### config.mk
export PLATFORM = sky130hd
export DESIGN_NAME = branch_repair_ctrl
export DESIGN_NICKNAME = d
export VERILOG_FILES = /design/src/rtl/branch_repair_ctrl.sv
export SDC_FILE = /design/constraint.sdc
export NUM_CORES = 1
export LEC_CHECK = 0
export BUFFER_PORTS_ARGS = -buffer_cell sky130_fd_sc_hd__buf_4
export CORE_MARGIN = 2
export CORE_UTILIZATION = 34
export CTS_BUF_LIST = sky130_fd_sc_hd__clkbuf_8 sky130_fd_sc_hd__clkbuf_16
export DETAILED_ROUTE_END_ITERATION = 7
export GPL_TIMING_DRIVEN = 0
export PLACE_DENSITY_LB_ADDON = 0.1
export SLEW_MARGIN = 10
export SYNTH_ARGS = -nofsm -noshare
export SYNTH_HDL_FRONTEND = slang
export SYNTH_SLANG_ARGS = --single-unit
### constraint.sdc
create_clock -name clk -period 1.6 [get_ports clk]
set_input_delay 0.24 -clock clk [delete_from_list [all_inputs] [get_ports clk]]
set_output_delay 0.24 -clock clk [all_outputs]
set_load 0.1 [all_outputs]
### src/rtl/branch_repair_ctrl.sv
// Branch misprediction repair: accepts one amend request, issues the fetch
// redirect, then restores GHR/RAS pointer and trains the predictor for one cycle.
module branch_repair_ctrl #(
    parameter int          GHR_W     = 8,
    parameter int          RAS_PTR_W = 3,
    parameter logic [15:0] CNT_SAT   = 16'hFFFF
) (
    input  logic                 clk,
    input  logic                 rst,
    input  logic                 amd_flush_i,
    input  logic [31:0]          amd_erroVAddr_i,
    input  logic [31:0]          amd_corrDest_i,
    input  logic                 amd_corrTake_i,
    input  logic [GHR_W-1:0]     amd_ckptGhr_i,
    input  logic [RAS_PTR_W-1:0] amd_ckptRasPtr_i,
    input  logic                 amd_isCall_i,
    input  logic                 amd_isRet_i,
    output logic                 amd_ready_o,
    input  logic                 exc_flush_i,
    output logic                 rdr_valid_o,
    output logic [31:0]          rdr_pc_o,
    input  logic                 rdr_ready_i,
    output logic                 rst_valid_o,
    output logic [GHR_W-1:0]     rst_ghr_o,
    output logic [RAS_PTR_W-1:0] rst_rasPtr_o,
    output logic                 upd_valid_o,
    output logic [31:0]          upd_pc_o,
    output logic                 upd_take_o,
    output logic [GHR_W-1:0]     upd_ghr_o,
    output logic [15:0]          mis_cnt_o,
    output logic [1:0]           dbg_state
);

    typedef enum logic [1:0] {
        IDLE    = 2'd0,
        REDIR   = 2'd1,
        RESTORE = 2'd2
    } state_t;

    state_t               state;
    logic [31:0]          erro_vaddr_q;
    logic                 corr_take_q;
    logic [GHR_W-1:0]     ckpt_ghr_q;
    logic [31:0]          rdr_pc_q;
    logic [GHR_W-1:0]     rst_ghr_q;
    logic [RAS_PTR_W-1:0] rst_ras_q;
    logic [15:0]          mis_cnt;

    logic                 accept;
    logic                 in_redir;
    logic                 in_restore;
    logic [31:0]          rdr_pc_next;
    logic [RAS_PTR_W-1:0] ras_next;

    // Handshakes: an amend request transfers on the edge where amd_flush_i and
    // amd_ready_o are both 1 (exception absent); the redirect transfers on the
    // edge where rdr_valid_o and rdr_ready_i are both 1, with rdr_pc_o held
    // constant until then. An exception kills every valid in the same cycle.
    assign amd_ready_o = rst && !exc_flush_i && (state == IDLE);
    assign accept      = amd_flush_i && amd_ready_o;
    assign in_redir    = rst && !exc_flush_i && (state == REDIR);
    assign in_restore  = rst && !exc_flush_i && (state == RESTORE);

    // Not-taken redirect skips the already-fetched delay slot.
    assign rdr_pc_next = amd_corrTake_i ? amd_corrDest_i : amd_erroVAddr_i + 32'd8;

    always_comb begin
        ras_next = amd_ckptRasPtr_i;
        if (amd_isCall_i)
            ras_next = amd_ckptRasPtr_i + RAS_PTR_W'(1);
        else if (amd_isRet_i)
            ras_next = amd_ckptRasPtr_i - RAS_PTR_W'(1);
    end

    always_ff @(posedge clk) begin
        if (!rst) begin
            state        <= IDLE;
            erro_vaddr_q <= '0;
            corr_take_q  <= 1'b0;
            ckpt_ghr_q   <= '0;
            rdr_pc_q     <= '0;
            rst_ghr_q    <= '0;
            rst_ras_q    <= '0;
            mis_cnt      <= '0;
        end else begin
            if (accept && (mis_cnt != CNT_SAT))
                mis_cnt <= mis_cnt + 16'd1;

            if (exc_flush_i) begin
                state <= IDLE;
            end else begin
                case (state)
                    IDLE: begin
                        if (accept) begin
                            erro_vaddr_q <= amd_erroVAddr_i;
                            corr_take_q  <= amd_corrTake_i;
                            ckpt_ghr_q   <= amd_ckptGhr_i;
                            rdr_pc_q     <= rdr_pc_next;
                            rst_ghr_q    <= {amd_ckptGhr_i[GHR_W-2:0], amd_corrTake_i};
                            rst_ras_q    <= ras_next;
                            state        <= REDIR;
                        end
                    end
                    REDIR: begin
                        if (rdr_ready_i)
                            state <= RESTORE;
                    end
                    RESTORE: state <= IDLE;
                    default: state <= IDLE;
                endcase
            end
        end
    end

    assign rdr_valid_o  = in_redir;
    assign rdr_pc_o     = in_redir ? rdr_pc_q : '0;
    assign rst_valid_o  = in_restore;
    assign rst_ghr_o    = in_restore ? rst_ghr_q : '0;
    assign rst_rasPtr_o = in_restore ? rst_ras_q : '0;
    assign upd_valid_o  = in_restore;
    assign upd_pc_o     = in_restore ? erro_vaddr_q : '0;
    assign upd_take_o   = in_restore && corr_take_q;
    assign upd_ghr_o    = in_restore ? ckpt_ghr_q : '0;
    assign mis_cnt_o    = mis_cnt;
    assign dbg_state    = state;

endmodule

==> After elaboration in Yosys (flattened, before gate mapping) <==
Cells that the tools add are included.
{ "op_classes": {"eq_ne": 5, "n_mux": 11, "n_addsub": 4, "n_reduce_logical": 12, "n_bitwise": 2} }
{ "op_table": {"columns": ["operator", "count"], "rows": [
  ["$mux 32", 3],
  ["$add 32x4->32 const B", 1],
  ["$add 16x1->16 const B", 1],
  ["$mux 8", 2],
  ["$ne 16x16->1 const B", 1],
  ["$mux 3", 3],
  ["$logic_and 1x1->1", 7],
  ["$mux 2", 2],
  ["$ne 2x2->1 const B", 2],
  ["$pmux 2 s2", 1],
  ["$add 3x1->3 const B", 1],
  ["$reduce_and 3->1", 1],
  ["$sub 3x1->3 const B", 1],
  ["$eq 2x1->1 const B", 1],
  ["$eq 2x2->1 const B", 1],
  ["$logic_not 2->1", 1],
  ["$not 1->1", 2],
  ["$reduce_and 2->1", 1],
  ["$reduce_or 2->1", 1],
  ["$logic_not 1->1", 1]
]} }
{ "word_totals": {"input_bits": 83, "word_cells": 42, "out_inout_bits": 106, "ff_bits": 102} }

==> Longest topological paths before layout <==
Gate-level depths: netlist (run 1).
{ "depth": {"depth_word": 6, "ltp_mapped": 7} }

==> Worst setup path before layout (run 1) <==
Ideal clock, no wire load.
{ "synth_timing": {"path_kind": "register to output", "startpoint": "register state[1] (netlist: dbg_state[1])", "endpoint": "output port upd_ghr_o[0]", "stages_incl_launch_ff": 5, "path_slack_ns": -2.571, "arrival_ns": 3.931, "t_required_ns": 1.360, "path_cell_list": "dfxtp_1 -> nor3b_1 -> clkbuf_1 -> and2_1 -> buf_4"} }
{ "synth_via": {"elab_chain_cells": 3} }
{ "synth_lines": {"columns": ["element", "line", "source"], "rows": [
  ["start: declaration", "40", "state_t state;"],
  ["start signal: assignment", "77", "state <= IDLE;"],
  ["start signal: assignment", "90", "state <= IDLE;"],
  ["start signal: assignment", "101", "state <= REDIR;"],
  ["$eq 2x2->1", "62", "assign in_restore = rst && !exc_flush_i && (state == RESTORE);"],
  ["$logic_and 1x1->1", "62", null],
  ["via rst_valid_o", "23", "output logic rst_valid_o,"],
  ["$mux 8", "123", "assign upd_ghr_o = in_restore ? ckpt_ghr_q : '0;"],
  ["end: declaration", "29", "output logic [GHR_W-1:0] upd_ghr_o,"]
]} }
The timed path passes the listed nets, and every way through them passes these cells.

==> Worst setup path after layout (run 1) <==
{ "layout_timing": {"startpoint": "register state[1] (netlist: dbg_state[1])", "endpoint": "output port upd_ghr_o[2]"} }
{ "layout_via": {"elab_chain_cells": 3} }
{ "layout_lines": {"columns": ["element", "line"], "rows": [
  ["$eq 2x2->1", "62"],
  ["$logic_and 1x1->1", "62"],
  ["$mux 8", "123"]
]} }
Every way passes these cells.

==> metrics.cfg, run 1 <==
[yosys]
syn-num-nets=723
synth_common_cells=nand2_1, and2_1, dfxtp_1, a21boi_0, nand3_1
synth-main-ff-cell=dfxtp_1
synth_top_cells_by_area=dfxtp_1, and2_1, nand2_1, a21boi_0, xor2_1
async_flop_share_pct=0
synth_edf_count=0
synth_cell_types=36
netlist_area_um2=5116
ys_warn_count=0
yosysTopAreaCell=dfxtp_1
yosysMostFrequentCell=nand2_1
syn-instance-count=636
synth_top_area_share_pct=36.78
avgSynthCellArea_um2=8.044
yosysSeqAreaShare_pct=36.78
synth_seq_cells=94

[finish]
syn_to_final_growth_pct=103.8
final_cells=1087
layout.nets=985
antenna_cells=0
utilization_pct=71.21
drive_gt1_share_pct=59.91
fin_area_um2=10430

[worst_setup_path]
cp_top_family=buffers and inverters
cp_max_fo=7
cp-end-kind=output port
start_kind=flip-flop
crit_slowest_cell=dfxtp_4
critPathBufInv=4
r2r-start=dbg_state[0]$_SDFFE_PP0P_
worstPathArrival_ns=1.69
max_stage_delay_ns=0.36
worst_ep_required_time_ns=1.36
path_cells=nor3b_4, buf_12, clkbuf_16, and2_4, buf_6, buf_12
crit_type=reg -> out
crit_top_cell=buf_12
cp-startpoint=dbg_state[1]$_SDFFE_PP0P_

[run]
maxCapViolCount=0

[die]
coreArea_um2=14640
io_pins=189
dieHeight_um=126.7
die-width_um=126.7
die_area_um2=16050
initial_core_util_pct=34.94
rows=44

[power_and_ir_drop]
power_frac_comb_pct=18.6
p_int_mw=4.141
p_per_area_nw_per_um2=545.8
ir_worst_vdd_uv=503.3
power.leakage_nw=4.342
seq_power_share_pct=43.3
switching_power_mw=1.551
pwr-share-clk_pct=38.1
p_sw_share_pct=27.25
total_power_mw=5.692

[sta]
fin_crit_sh_pct=120.4
worst_pin_slew_ns=0.7641
maxSlewHeadroom_pct=49.06
skew_ns=0.005710
fin_ws_ns=-0.3269
setup_viol=180
rsz0062_at_grt=yes
fin_crit_ns=1.927
hold_viol=0
timing.fmax_mhz=519.0
slew_viol_final=0

[clock_tree]
hold_buffers=0
cts_tree=built
numCtsBuffers=9
clk_pin_slew_ns=0.07
clock_path_buffers=2
root_buffer=clkbuf_16
cts_htree_levels=3
clk_latency_ns=0.35
cts.sinks=94

[grt]
grt_max_degree=16
grt-busiest-layer=met2
antenna_found_initial=0
gr-total-overflow=0
grt_pass1_vias=5583
met2_usage_pct=41.91
grt_use_total_pct=24.69
use_met1_pct=32.23
grt_pass1_wl_um=31130
met3_usage_pct=5.188

[route]
ant_nets=0
wl_per_cell_um=19.12
vias=5583
drtIter0Drc=247
vias_per_cell=5.136
firstDrtPassIters=4
drc_errors=0
wirelength_um=20780

[placement]
dp_hpwl_um=12990
dp.cells=1007
place_area_um2=7357
pre_cts_slack_ns=-1.119
place.gp.congestion=0.8061
place.port_buffers=187

[hold_path]
worstHoldStart=rdr_ready_i
hold_path_class=in -> reg

[status]
status=complete, but fails checks
violations=negative setup slack

==> power by group through the flow <==
stage	combinational (mW)	clock, mW	sequential (mW)
CTS	0.924	2.20	2.45
detailed placement	0.739	0	2.50
global placement	0.731	0	2.50
finish	1.06	2.17	2.47
floorplan	0.390	0	2.52
global route	1.12	2.29	2.47
==> kinds of logic after synthesis <==
group                      Yosys count  synth area share (%)
buffers and inverters               60                 5.258
adders and majority gates            4                0.9783
muxes                               10                 1.957
and+or+nand+nor                    322                 33.58
AOI/OAI and AO/OA                  103                 14.09
xor gates and xnor gates            43                 7.361
DFF                                 94                 36.78
==> state kept, by name, summed over array words and instances, names as in the netlist <==
register,flops
dbg_state,2
ckpt_ghr_q,8
mis_cnt_o,16
rst_ras_q,3
erro_vaddr_q,32
rst_ghr_q,1
rdr_pc_q,32
==> metal layers <==
metal  up-vias  routed length, µm
met1      2689               8600
met5         -                  0
li1       2689                  -
met3        21               1532
met2       184              10350
met4         0                300
==> worst paths after layout <==
check / end / slack [ns] / cells after the start
worst min register to register: erro_vaddr_q[25]$_SDFFE_PN0P_ / 0.46 / 2
worst max register to register: rdr_pc_q[25]$_SDFFE_PN0P_ / -0.26 / 9
worst max-delay path: upd_ghr_o[2] / -0.33 / 6
worst min-delay path: dbg_state[0]$_SDFFE_PP0P_ / 0.07 / 2
==> cell usage in the layout (no fill, tap or decap), drive strengths merged, types with 4 or more instances in the layout <==
master / instances
and4: 7
o211a: 6
nor3: 4
buf: 274
inv: 9
dfxtp: 94
nand2: 123
o211ai: 10
nand3b: 9
and3: 4
a21oi: 19
mux2i: 10
xnor2: 15
nor3b: 5
nor2: 9
and2: 94
o21ai: 13
a22o: 6
ha: 4
nand3: 36
a21boi: 45
nand4: 15
nor4: 10
xor2: 28
clkbuf: 38
clkinv: 5
==> final cells by class <==
cell class	count	area (µm²)
Fill cell	1032	4215
Multi-Input combinational cell	482	3914
Timing Repair Buffer	255	3425
Sequential cell	94	1929
Buffer	48	609.3
Tap cell	184	230.2
Clock buffer	9	225.2
Clock inverter	7	66.31
Inverter	8	30.03
==> per-stage QoR <==
| stage | setup TNS [ns] | hold slack (ns) |
|---|---|---|
| after floorplan | -122.78 | 0.3254 |
| after global placement | -95.31 | 0.4279 |
| after detailed placement | -96.27 | 0.4343 |
| after CTS | -34.31 | 0.06139 |
| after global routing | -45.14 | 0.07563 |
| final | -35.42 | 0.06564 |
==> worst register-to-register path: cells and delay by family (launching register included) <==
family                 cells  cell delay, ns
AND/OR/NAND/NOR            3            0.59
flip-flops                 1            0.36
AO/OA/AOI/OAI              1            0.20
buffers and inverters      5            0.68
==> timing repair <==
| action | in CTS | in global routing |
|---|---|---|
| gates resized for setup | 362 | 182 |
| setup buffers | 30 | 23 |
| setup endpoints to repair | 136 | 181 |
| pin swaps | 82 | 91 |
| cloned | 16 | 8 |
(Power assumes the default switching activity.)
==> inputs of run 2 (changes only) <==
CORE_ASPECT_RATIO = 0.75   (was default)
CORE_UTILIZATION = 45   (was 34)
==> run 2 against run 1 <==
Net effect:
- the flow still finishes with violations (negative setup slack)
- sequential share of layout area up 0.87 points
- largest cell class unchanged
- power increased by 3.0%
- critical path depth decreased by 1
- via count is 12% higher
- combinational power is 6% lower
- sequential cell count is the same
- worst setup slack got worse by 0.099 ns
==> metrics.cfg, run 2 (synthesis results as in run 1) <==
[clock_tree]
clock_path_buffers=2  ; unchanged
cts_htree_levels=3  ; unchanged
cts.sinks=94  ; unchanged
cts_tree=built
root_buffer=clkbuf_16
numCtsBuffers=9  ; unchanged
clk_pin_slew_ns=0.07  ; about the same
clk_latency_ns=0.36  ; about the same

[finish]
drive_gt1_share_pct=52.73  ; -7.2 points
fillers=444  ; -57%
seq_area_um2=1929  ; unchanged
layout.nets=981  ; -0.41%
final_cell_mix=buf_4, nand2_1, buf_12
multiInputGateArea_um2=3646  ; -6.8%
antenna_cells=0  ; unchanged
fin_area_um2=9960  ; -4.5%
final_common_cell=buf_4
utilization_pct=90.34  ; +19 points
syn_to_final_growth_pct=94.67

[placement]
place_area_um2=7302  ; -0.75%
place.gp.congestion=0.8899  ; +10%
place.port_buffers=187  ; unchanged
dp_hpwl_um=12570  ; -3.2%

[worst_setup_path]
regToRegSetupSlack_ns=-0.43  ; -0.17 ns
worst_ep_required_time_ns=1.85  ; +0.49 ns
worstPathArrival_ns=2.27  ; +0.58 ns
r2r-start=mis_cnt_o[11]$_SDFFE_PN0P_
rr_worst_depth=5  ; -4
cp-end-kind=flip-flop
crit_type=reg -> reg
cp_max_fo=5  ; -2
r2r-end=mis_cnt_o[15]$_SDFFE_PN0P_
start_kind=flip-flop

[route]
m1WireLength_um=9194  ; +6.9%
wl_met2_um=11800  ; +14%
vias=6230  ; +12%
wl_met3_um=2211  ; +44%
wirelength_um=24140  ; +16%
firstDrtPassIters=6  ; +2
vias_per_cell=5.996  ; +17%
drtIter0Drc=636  ; +160%
drc_errors=0  ; unchanged
wl_per_cell_um=23.23  ; +22%
ant_nets=0  ; unchanged
highest_layer=met4

[die]
rows=33  ; -25%
die_area_um2=12250  ; -24%
dieHeight_um=96.34  ; -24%
coreArea_um2=11020  ; -25%
initial_core_util_pct=46.41  ; +11 points
die-width_um=127.1  ; +0.36%
io_pins=189  ; unchanged

[sta]
slew_viol_final=0  ; unchanged
rsz0062_at_grt=yes
timing.fmax_mhz=493.5  ; -4.9%
skew_ns=0.005671  ; -0.00003880 ns
fin_ws_ns=-0.4264  ; -0.09945 ns
worst_pin_slew_ns=0.7458  ; -0.01831 ns
maxSlewHeadroom_pct=50.28  ; +1.2 points
fin_crit_ns=2.026  ; +0.09945 ns
fin_crit_sh_pct=126.6  ; +6.2 points
hold_viol=0  ; unchanged
setup_viol=173  ; -3.9%

[hold_path]
hold_path_class=in -> reg
whs_path_depth=2  ; unchanged
hold_end=dbg_state[0]$_SDFFE_PP0P_
worstHoldStart=rdr_ready_i

[grt]
antenna_found_initial=0  ; unchanged
gr-total-overflow=0  ; unchanged
grt_use_total_pct=32.78  ; +8.1 points
grt_pass1_wl_um=30990  ; -0.44%
grt_pass1_vias=5849  ; +4.8%
grt_max_degree=16  ; unchanged

[status]
status=complete, but fails checks
violations=negative setup slack

[power_and_ir_drop]
p_int_mw=4.274  ; +3.2%
power_frac_comb_pct=17.1  ; -1.5 points
power.leakage_nw=4.164  ; -4.1%
p_per_area_nw_per_um2=588.9  ; +7.9%
p_sw_share_pct=27.14  ; -0.11 points
switching_power_mw=1.592  ; +2.6%
pwr-share-clk_pct=40.8  ; +2.7 points
seq_power_share_pct=42.1  ; -1.2 points
ir_worst_vdd_uv=461.8  ; -8.2%

[run]
maxCapViolCount=0  ; unchanged

## run 2: cell count changes in the layout (fill, tap and decap cells not counted), moves of 7 or more
cell      previous run  this run
nand2_4             20         1
a21oi_2              9         2
a21boi_1            22        35
buf_8               26        18
buf_4              116       126
nand2_1             54       100
a21boi_2            23        10
a21oi_1             10        17
nand2_2             48        21
## run 2: power groups by stage
stage          Combinational, mW  Sequential (mW)  Clock [mW]
4_1_cts                    0.849             2.46        2.37
3_3_place_gp               0.716             2.50           0
2_1_floorplan              0.390             2.52           0
6_report                    1.00             2.47        2.40
3_5_place_dp               0.731             2.50           0
5_1_grt                     1.04             2.47        2.47
## run 2: final cells by class
cell class	instances	share of cell area, %
plain buffers	50	6.005
clock buffers	11	2.764
clock inverters	5	0.5276
inverters	8	0.3015
multi-input cells	482	36.61
flip-flops and latches	94	19.37
well taps	140	1.759
repair buffers	249	32.66
## run 2: how the worst max path moves through the flow
stage	start	end	cells after the start
floorplan	dbg_state[1]$_SDFFE_PP0P_	mis_cnt_o[14]$_SDFFE_PN0P_	5
global placement	exc_flush_i	rst_rasPtr_o[1]	6
detailed placement	exc_flush_i	rdr_pc_o[3]	6
CTS	dbg_state[1]$_SDFFE_PP0P_	upd_ghr_o[5]	6
global route	mis_cnt_o[11]$_SDFFE_PN0P_	mis_cnt_o[15]$_SDFFE_PN0P_	5
finish	mis_cnt_o[11]$_SDFFE_PN0P_	mis_cnt_o[15]$_SDFFE_PN0P_	5
## run 2: repair_timing
action / 4_1_cts / 5_1_grt
setup endpoints to repair: 128 / 178
hold buffers: 0 / 0
resized for setup: 340 / 100
setup buffers: 29 / 18
pin swaps: 68 / 67
gates cloned: 10 / 7
## run 2: routing by layer
| layer | vias up | global-route usage [%] |
|---|---|---|
| met5 | - | 0 |
| met4 | 0 | 12.27 |
| met3 | 74 | 8.282 |
| met2 | 464 | 57.97 |
| met1 | 3026 | 38.92 |
| li1 | 2666 | - |
## run 2: stage by stage
stage / power [mW] / TNS [ns] / cells / hold slack (ns) / worst slack (ns)
2_1_floorplan: 2.907 / -122.78 / 636 / 0.3254 / -1.103
3_3_place_gp: 3.215 / -87.32 / 963 / 0.4275 / -0.9823
3_5_place_dp: 3.236 / -87.09 / 963 / 0.4333 / -0.9533
4_1_cts: 5.674 / -29.69 / 1016 / 0.06039 / -0.3101
5_1_grt: 5.976 / -44.91 / 1039 / 0.07951 / -0.4580
6_report: 5.865 / -38.83 / 1039 / 0.06611 / -0.4264
## run 2: worst max-delay path: stages, from the launching register on
cell and delay [ns]:
dfxtp_2 0.39, nand4_1 0.33, or3_1 0.53, nor4_4 0.38
xnor2_1 0.11, and2_1 0.17
==> inputs of run 3 (changes only) <==
CORE_UTILIZATION = 50   (was 45)
clock period = 2 ns   (was 1.6 ns; I/O delays follow)
==> run 3 against run 2 <==
Net effect:
- via count is 13% lower
- design area is 18% lower
- the flow now finishes without violations
- cell count fell by 5.6%
- critical path depth rose by 1
- critical endpoint is now rst_ghr_o[0]
- clock skew fell by 0.0012 ns
- largest cell class is now multi-input gates
- power shrank 24%
==> metrics.cfg, run 3 (synthesis results as in run 1) <==
[worst_setup_path]
worst_ep_required_time_ns=1.70  ; -0.15 ns
cp-end-kind=output port
crit_slowest_cell=dfxtp_4
start_kind=flip-flop
path_cells=nor3b_4, buf_6, buf_4, and2_4, buf_4, buf_6
crit_type=reg -> out
worstPathArrival_ns=1.67  ; -0.60 ns
max_stage_delay_ns=0.37  ; -0.16 ns
cp_max_fo=5  ; unchanged
critPathBufInv=4  ; +4
cp_top_family=buffers and inverters

[finish]
seq_area_um2=1929  ; unchanged
syn_to_final_growth_pct=59.82
fin_area_um2=8177  ; -18%
antenna_cells=0  ; unchanged
final_cells=981  ; -5.6%
final_common_cell=buf_4
drive_gt1_share_pct=43.93  ; -8.8 points
utilization_pct=83.32  ; -7.0 points
final_cell_mix=buf_4, nand2_1, dfxtp_1
multiInputGateArea_um2=3316  ; -9.1%
layout.nets=931  ; -5.1%
fillers=629  ; +42%

[die]
die-width_um=120.8  ; -5.0%
rows=31  ; -6.1%
dieHeight_um=91.60  ; -4.9%
io_pins=189  ; unchanged
initial_core_util_pct=52.14  ; +5.7 points
coreArea_um2=9813  ; -11%
die_area_um2=11070  ; -9.6%

[sta]
rsz0062_at_grt=yes
slew_viol_final=0  ; unchanged
fin_crit_sh_pct=98.53
fin_crit_ns=1.971
maxSlewHeadroom_pct=44.58  ; -5.7 points
worst_pin_slew_ns=0.8277  ; +0.08192 ns
hold_viol=0  ; unchanged
worst_hold_slack_ns=0.1403  ; +0.07418 ns
skew_ns=0.004456  ; -0.001215 ns
setup_viol=0  ; -100%
timing.fmax_mhz=507.4

[route]
wirelength_um=17450  ; -28%
ant_nets=0  ; unchanged
vias=5428  ; -13%
wl_per_cell_um=17.78  ; -23%
firstDrtPassIters=5  ; -1
drtIter0Drc=377  ; -41%
m1WireLength_um=7335  ; -20%
highest_layer=met4
wl_met2_um=8282  ; -30%
drc_errors=0  ; unchanged
vias_per_cell=5.533  ; -7.7%
wl_met3_um=1559  ; -29%

[clock_tree]
hold_buffers=0  ; unchanged
cts.sinks=94  ; unchanged
clock_path_buffers=2  ; unchanged
cts_htree_levels=3  ; unchanged
clk_pin_slew_ns=0.06  ; about the same
numCtsBuffers=9  ; unchanged
root_buffer=clkbuf_16
clk_latency_ns=0.35  ; about the same
cts_tree=built

[grt]
grt_use_total_pct=31.65  ; -1.1 points
gr-total-overflow=0  ; unchanged
grt_max_degree=15  ; -1
grt_pass1_wl_um=27710  ; -11%
antenna_found_initial=0  ; unchanged
grt_pass1_vias=5484  ; -6.2%

[placement]
place.port_buffers=187  ; unchanged
dp.cells=955  ; -0.83%
place_area_um2=7246  ; -0.77%
dp_hpwl_um=12520  ; -0.40%
place.gp.congestion=0.8568  ; -3.7%

[run]
maxCapViolCount=0  ; unchanged

[power_and_ir_drop]
total_power_mw=4.440  ; -24%
ir_worst_vdd_uv=493.5  ; +6.9%
p_per_area_nw_per_um2=543.0  ; -7.8%
power.leakage_nw=3.536  ; -15%

[status]
status=completed

[hold_path]
hold_path_class=in -> reg

run 3: timing repair:
action | CTS | global route
pin swaps | 1 | 1
setup buffers | 9 | 2
setup endpoints to repair | 103 | 82
resized for setup | 92 | 53
run 3: final cells by class:
class	instances	area share, %
Sequential cell	94	23.60
Tap cell	132	2.020
Clock inverter	3	0.4744
Clock buffer	13	3.565
Multi-Input combinational cell	482	40.55
Buffer	51	5.494
Inverter	8	0.3673
Timing Repair Buffer	198	23.93
run 3: worst paths after layout:
check,start,endpoint,slack [ns],depth (start not counted)
worst max-delay path,dbg_state[1]$_SDFFE_PP0P_,rst_ghr_o[0],0.03,6
worst min-delay path,rdr_ready_i,dbg_state[0]$_SDFFE_PP0P_,0.14,2
worst max register to register,dbg_state[1]$_SDFFE_PP0P_,rdr_pc_q[0]$_SDFFE_PN0P_,0.12,8
worst min register to register,erro_vaddr_q[23]$_SDFFE_PN0P_,erro_vaddr_q[23]$_SDFFE_PN0P_,0.45,2
run 3: metal layers:
layer | up-vias | track usage (%)
li1 | 2563 | -
met1 | 2585 | 40.50
met2 | 254 | 52.17
met3 | 26 | 8.354
met4 | 0 | 9.593
met5 | - | 0
run 3: metrics by stage:
step	setup TNS [ns]	setup slack, ns
after floorplan	-55.87	-0.7032
after global placement	-39.60	-0.5625
after detailed placement	-40.67	-0.5744
after CTS	-0.1090	-0.01914
after global routing	-0.01061	-0.008648
final	0	0.02932
run 3: power by group:
part           leakage [nW]  switching [mW]  internal (mW)
combinational          2.59           0.332          0.275
sequential            0.775          0.0381           1.92
clock                 0.168           0.729           1.14
total                  3.54            1.10           3.34
